[config.mk]
export PLATFORM = sky130hd
export DESIGN_NAME = div
export DESIGN_NICKNAME = d
export VERILOG_FILES = /design/src/rtl/div_pkg.sv /design/src/rtl/div_step.sv /design/src/rtl/div.sv
export SDC_FILE = /design/constraint.sdc
export NUM_CORES = 1
export LEC_CHECK = 0
export BUFFER_PORTS_ARGS = -buffer_cell sky130_fd_sc_hd__buf_2
export CORE_ASPECT_RATIO = 0.75
export CORE_MARGIN = 2
export CORE_UTILIZATION = 30
export DETAILED_ROUTE_END_ITERATION = 12
export PLACE_DENSITY = 0.51
export SYNTH_ARGS = -nofsm -noshare
export SYNTH_HDL_FRONTEND = slang
export SYNTH_HIERARCHICAL = 1
export SYNTH_SLANG_ARGS = --single-unit
[constraint.sdc]
create_clock -name clk -period 3.7 [get_ports clk]
set_input_delay 0.37 -clock clk [delete_from_list [all_inputs] [get_ports clk]]
set_output_delay 0.37 -clock clk [all_outputs]
set_load 0.005 [all_outputs]
[src/rtl/div_pkg.sv]
// Shared definitions for the multi-cycle divider: FSM encodings, opcodes,
// handshake constants, data widths and the per-step result record.
package div_pkg;

    localparam int DIV_WIDTH        = 32;
    localparam int DIV_RESULT_WIDTH = 2 * DIV_WIDTH;
    localparam int DIV_CNT_WIDTH    = 6;

    localparam logic [DIV_CNT_WIDTH-1:0] DIV_LAST_STEP = 6'd31;

    localparam logic [1:0] DIV_FREE   = 2'b00;
    localparam logic [1:0] DIV_BYZERO = 2'b01;
    localparam logic [1:0] DIV_ON     = 2'b10;
    localparam logic [1:0] DIV_END    = 2'b11;

    localparam logic [7:0] EXE_DIV_OP  = 8'b00011010;
    localparam logic [7:0] EXE_DIVU_OP = 8'b00011011;

    localparam logic DIV_RESULT_READY     = 1'b1;
    localparam logic DIV_RESULT_NOT_READY = 1'b0;
    localparam logic DIV_START            = 1'b1;
    localparam logic DIV_STOP             = 1'b0;

    typedef struct packed {
        logic [DIV_WIDTH-1:0] rem;
        logic                 q;
    } div_step_t;

    // Lets the EX stage decide whether an ALU opcode must launch the divider.
    function automatic logic is_div_op(input logic [7:0] op);
        return (op == EXE_DIV_OP) || (op == EXE_DIVU_OP);
    endfunction

endpackage

[src/rtl/div_step.sv]
// One restoring-division step: 33-bit trial subtract of the divisor from the
// shifted partial remainder, yielding the next remainder and one quotient bit.
module div_step
    import div_pkg::*;
(
    input  logic [DIV_WIDTH-1:0] rem_i,
    input  logic                 bit_i,
    input  logic [DIV_WIDTH-1:0] divisor_i,
    output div_step_t            step_o
);

    logic [DIV_WIDTH:0] partial;
    logic [DIV_WIDTH:0] diff;

    assign partial = {rem_i, bit_i};
    assign diff    = partial - {1'b0, divisor_i};

    // Bit 32 of the difference is the borrow: set means the divisor did not fit.
    assign step_o.q   = ~diff[DIV_WIDTH];
    assign step_o.rem = diff[DIV_WIDTH] ? partial[DIV_WIDTH-1:0] : diff[DIV_WIDTH-1:0];

endmodule

[src/rtl/div.sv]
// Multi-cycle 32-bit restoring divider, one quotient bit per clock.
// Define DIV_SIGNED_EN to enable signed division (signed_div_i honoured).
module div
    import div_pkg::*;
(
    input  logic                        clk,
    input  logic                        rst,
    input  logic                        signed_div_i,
    input  logic [DIV_WIDTH-1:0]        opdata1_i,
    input  logic [DIV_WIDTH-1:0]        opdata2_i,
    input  logic                        start_i,
    input  logic                        annul_i,
    output logic [DIV_RESULT_WIDTH-1:0] result_o,
    output logic                        ready_o
);

    logic [1:0]                  state_reg,   state_next;
    logic [DIV_CNT_WIDTH-1:0]    cnt_reg,     cnt_next;
    logic [DIV_WIDTH-1:0]        rem_reg,     rem_next;
    logic [DIV_WIDTH-1:0]        quot_reg,    quot_next;
    logic [DIV_WIDTH-1:0]        divisor_reg, divisor_next;
    logic [DIV_RESULT_WIDTH-1:0] result_reg,  result_next;
    logic                        ready_reg,   ready_next;

    logic                        accept;
    logic [DIV_WIDTH-1:0]        mag1, mag2;
    logic [DIV_WIDTH-1:0]        raw_quot, quot_fin, rem_fin;
    div_step_t                   step;

    assign accept = (state_reg == DIV_FREE) && (start_i == DIV_START) && !annul_i;

    // The dividend shifts out of quot_reg MSB-first while quotient bits shift in.
    div_step u_step (
        .rem_i     (rem_reg),
        .bit_i     (quot_reg[DIV_WIDTH-1]),
        .divisor_i (divisor_reg),
        .step_o    (step)
    );

    assign raw_quot = {quot_reg[DIV_WIDTH-2:0], step.q};

`ifdef DIV_SIGNED_EN
    logic sgn1, sgn2;
    logic neg_quot_reg, neg_rem_reg;

    assign sgn1 = signed_div_i & opdata1_i[DIV_WIDTH-1];
    assign sgn2 = signed_div_i & opdata2_i[DIV_WIDTH-1];
    assign mag1 = sgn1 ? (~opdata1_i + 32'd1) : opdata1_i;
    assign mag2 = sgn2 ? (~opdata2_i + 32'd1) : opdata2_i;

    always_ff @(posedge clk) begin
        if (rst) begin
            neg_quot_reg <= 1'b0;
            neg_rem_reg  <= 1'b0;
        end else if (accept) begin
            neg_quot_reg <= sgn1 ^ sgn2;
            neg_rem_reg  <= sgn1;
        end
    end

    // Magnitude 0x80000000 negates back to itself, giving the two's-complement wrap.
    assign quot_fin = neg_quot_reg ? (~raw_quot + 32'd1) : raw_quot;
    assign rem_fin  = neg_rem_reg  ? (~step.rem + 32'd1) : step.rem;
`else
    logic unused_signed_div;

    assign unused_signed_div = signed_div_i;
    assign mag1     = opdata1_i;
    assign mag2     = opdata2_i;
    assign quot_fin = raw_quot;
    assign rem_fin  = step.rem;
`endif

    always_comb begin
        state_next   = state_reg;
        cnt_next     = cnt_reg;
        rem_next     = rem_reg;
        quot_next    = quot_reg;
        divisor_next = divisor_reg;
        result_next  = result_reg;
        ready_next   = ready_reg;
        case (state_reg)
            DIV_FREE: begin
                result_next = '0;
                ready_next  = DIV_RESULT_NOT_READY;
                if (accept) begin
                    divisor_next = mag2;
                    quot_next    = mag1;
                    rem_next     = '0;
                    cnt_next     = '0;
                    state_next   = (opdata2_i == '0) ? DIV_BYZERO : DIV_ON;
                end
            end
            DIV_BYZERO: begin
                state_next  = DIV_END;
                result_next = '0;
                ready_next  = DIV_RESULT_READY;
            end
            DIV_ON: begin
                if (annul_i) begin
                    state_next  = DIV_FREE;
                    result_next = '0;
                    ready_next  = DIV_RESULT_NOT_READY;
                end else begin
                    rem_next  = step.rem;
                    quot_next = raw_quot;
                    cnt_next  = cnt_reg + 6'd1;
                    if (cnt_reg == DIV_LAST_STEP) begin
                        state_next  = DIV_END;
                        result_next = {rem_fin, quot_fin};
                        ready_next  = DIV_RESULT_READY;
                    end
                end
            end
            DIV_END: begin
                if (start_i == DIV_STOP) begin
                    state_next  = DIV_FREE;
                    result_next = '0;
                    ready_next  = DIV_RESULT_NOT_READY;
                end
            end
            default: state_next = DIV_FREE;
        endcase
    end

    always_ff @(posedge clk) begin
        if (rst) begin
            state_reg   <= DIV_FREE;
            cnt_reg     <= '0;
            rem_reg     <= '0;
            quot_reg    <= '0;
            divisor_reg <= '0;
            result_reg  <= '0;
            ready_reg   <= DIV_RESULT_NOT_READY;
        end else begin
            state_reg   <= state_next;
            cnt_reg     <= cnt_next;
            rem_reg     <= rem_next;
            quot_reg    <= quot_next;
            divisor_reg <= divisor_next;
            result_reg  <= result_next;
            ready_reg   <= ready_next;
        end
    end

    assign result_o = result_reg;
    assign ready_o  = ready_reg;

endmodule
==> key figures <==
STA
  • Hold WS: about 170 ps
  • Final Max Slew Viols: 0
  • Clk_skew: 15.0 ps
  • Worst-Margin Slew: between 1000 and 1500 ps
  • Fmax: 0.283 GHz
  • Final Hold Vio Count: 0
  • Tmin final: 3530 ps
  • Period utilization: 95.5%
  • PnR worst setup slack: 167 ps
  • Setup violations, final: 0
  • TNS Setup: 0 ps
  • RSZ-0062 raised after global routing: false
  • Slew HR: 27.6%

Drt
  • Antenna viol nets, final: 0
  • Starting DRT DRC Count: 677
  • Post-DR vias/cell: approximately 5.2
  • DRT Wirelength: 27000 microns
  • WL per Instance: 17.2 microns
  • Initial DRT Pass Iterations: 7
  • Vias: 8180
  • # DRC: 0

Synth
  • Synth Register Bits: 169
  • Most used DFF post-synth: dfxtp_1
  • Seq/Total Area, Yosys: 38.1%
  • Yosys warning count: 6
  • Synth async-reset ratio: 0%
  • Mapped Cells: 1075
  • Synth unique cells: 68
  • Largest cells by area after synthesis: dfxtp_1 (38%), a21oi_1 (8.7%), ha_1 (5.4%), nand4_1 (5.0%), nand2_1 (4.9%)
  • Top-count cell post-synth: dfxtp_1
  • Yosys top cell by area: dfxtp_1
  • Post-synth top area share: 38.1%
  • Post-synth EDFFs: 0
  • Syn Area/Cell: 8.25 sq um
  • Synthesized area: 0.00887 sq mm
  • Top cells by count, synth: dfxtp_1 (169), a21oi_1 (154), nand2_1 (116)
  • Post-Syn Nets: roughly 1200

Setup path
  • Worst Setup Start Kind: flop
  • Crit path max fanout: 24
  • Crit path DAT: 3800 ps
  • Buf/Inv on CP: 2
  • Required @ worst endpoint: 3970 ps
  • Reg2Reg Setup Slack: 170 ps
  • Most used cell, CP: o2111ai_2
  • CP max stage delay: around 460 ps
  • Worst path cell trace: inv_1 -> ha_1 -> fa_1 -> and2b_2 -> o2111ai_2 -> a21oi_2 -> o2111ai_2 -> a211oi_2 -> nor2_4 -> mux2i_4 -> and2_4 -> clkinv_8 -> mux2_4 -> nand3_1 -> a21oi_1
  • Slowest cell on crit path: fa_1
  • WS Path Type: reg2reg
  • Delay-heaviest family, CP: compound AO/OA/AOI/OAI gates
  • Crit. End Element: flop

Floorplanning
  • Core Rows: 54
  • Area of the core: 0.0291 sq mm
  • Die ar.: roughly 0.031 sq mm
  • Die W: a little over 200 microns
  • Die Y: between 150 and 200 microns
  • Initial Util: slightly above 30%
  • IO Count: 134

Place
  • Gpl congestion: between 0.8 and 0.9
  • Placement Setup Slack: 94.0 ps
  • Port bufs: 132
  • Post-DP HPWL: 18300 microns

GRT
  • GRT overflow: 0
  • Initial antenna violation count: 3
  • Global-route wire length before repair: 44000 microns
  • GR Util All Layers: approximately 18%
  • Largest net degree at the start of global routing: 89
  • Via count of the first global-routing pass: about 8000

Layout
  • Layout net count: roughly 1300
  • Post-route core utilization: 35.9%
  • Area grow syn2layout: 17.8%
  • Number of flip-flops in the largest register: 64
  • Fraction of layout cells with a size suffix above 1: 20.4%

Hold path
  • Worst min path class: in2reg

Outcome
  • Status: finished clean

Clock tree
  • CTS tree: done
  • Post-CTS setup buffer count: 0
  • Hold_buf cts: 0
  • Max H-tree Level: 4
  • Clock Latency Late Sink: roughly 440 ps
  • CTS max path bufs: 2
  • CTS Root Cell: clkbuf_16
  • CTS sink count: 169
  • Worst-path clk slew: 70 ps
  • Num CTS Buffers: 17

Power and ir drop
  • VDD IR max: 344 uV
  • Leak pwr: 4.06 nW
  • Design Power: 0.00613 W
  • Pwr/cell area: 587 mW/mm^2

Job
  • Number of max-cap violations: 0
## area by class of cell
type	count	area, sq um
fillers	3050	18700
multi-input cells	772	4910
diodes	3	7.51
flip-flops and latches	169	3380
clock inverters	13	156
clock buffers	19	443
repair buffers	160	898
inverters	41	166
well taps	392	490
## worst paths after layout
check	start	cells past startpoint	to
max	quot_reg[31]$_SDFFE_PP0P_	15	rem_reg[23]$_SDFFE_PP0P_
min	opdata2_i[2]	3	divisor_reg[2]$_SDFFE_PP0P_
max reg2reg	quot_reg[31]$_SDFFE_PP0P_	15	rem_reg[23]$_SDFFE_PP0P_
min reg2reg	divisor_reg[11]$_SDFFE_PP0P_	2	divisor_reg[11]$_SDFFE_PP0P_
## layout by cell type (no fill, tap or decap), types with 19 or more instances in the layout
| cell | instances |
|---|---|
| dfxtp_1 | 169 |
| a21oi_1 | 153 |
| buf_2 | 131 |
| nand2_1 | 116 |
| nand4_1 | 71 |
| o21ai_0 | 70 |
| nand3_1 | 48 |
| nor2_1 | 44 |
| inv_1 | 40 |
| ha_1 | 38 |
| a222oi_1 | 29 |
| buf_4 | 27 |
| mux2_4 | 19 |
## worst min-delay path: cells and delay by family
kind	cells	cell delay (ps)
AO/OA/AOI/OAI	1	50
buffers and inverters	1	110
AND/OR/NAND/NOR	1	50
## logic make-up (layout without fill, tap and decap cells)
| kind of cell | count (synthesis) | count (layout) | share of synthesized area (%) |
|---|---|---|---|
| AO/OA/AOI/OAI | 337 | 337 | 23.0 |
| buffers and inverters | 134 | 233 | 7.01 |
| XOR/XNOR | 30 | 30 | 2.96 |
| multiplexers | 29 | 29 | 4.54 |
| AND/OR/NAND/NOR | 337 | 337 | 18.8 |
| other | 0 | 3 | 0 |
| adder cells (fa/ha/maj) | 39 | 39 | 5.59 |
| flip-flops | 169 | 169 | 38.1 |
## per-stage QoR
| step | cell area [sq um] | cells |
|---|---|---|
| after global routing | 10400 | 1566 |
| after global placement | 9840 | 1534 |
| final | 10500 | 1569 |
| after CTS | 10400 | 1566 |
| after floorplan | 8870 | 1075 |
| after detailed placement | 9840 | 1534 |
## routing by layer
layer	vias to the layer above	global-route usage [%]	routed length, microns
li1	4107	-	-
met3	31	5.01	1560
met2	177	25.4	11200
met4	4	5.07	484
met5	-	0	26
met1	3861	25.7	13700
## power by group
part,internal [W],switching [W],leakage [nW]
Combinational,0.000926,0.00134,2.40
Clock,0.00103,0.000816,0.286
Sequential,0.00193,0.0000849,1.37
Total,0.00389,0.00224,4.06
## what timing repair did
item                                    4_1_cts  5_1_grt
endpoints found under the setup margin        0       51
resized for setup                             0        3
hold endpoints to repair                      0        0
No activity file was read; power rests on OpenSTA's default activity.
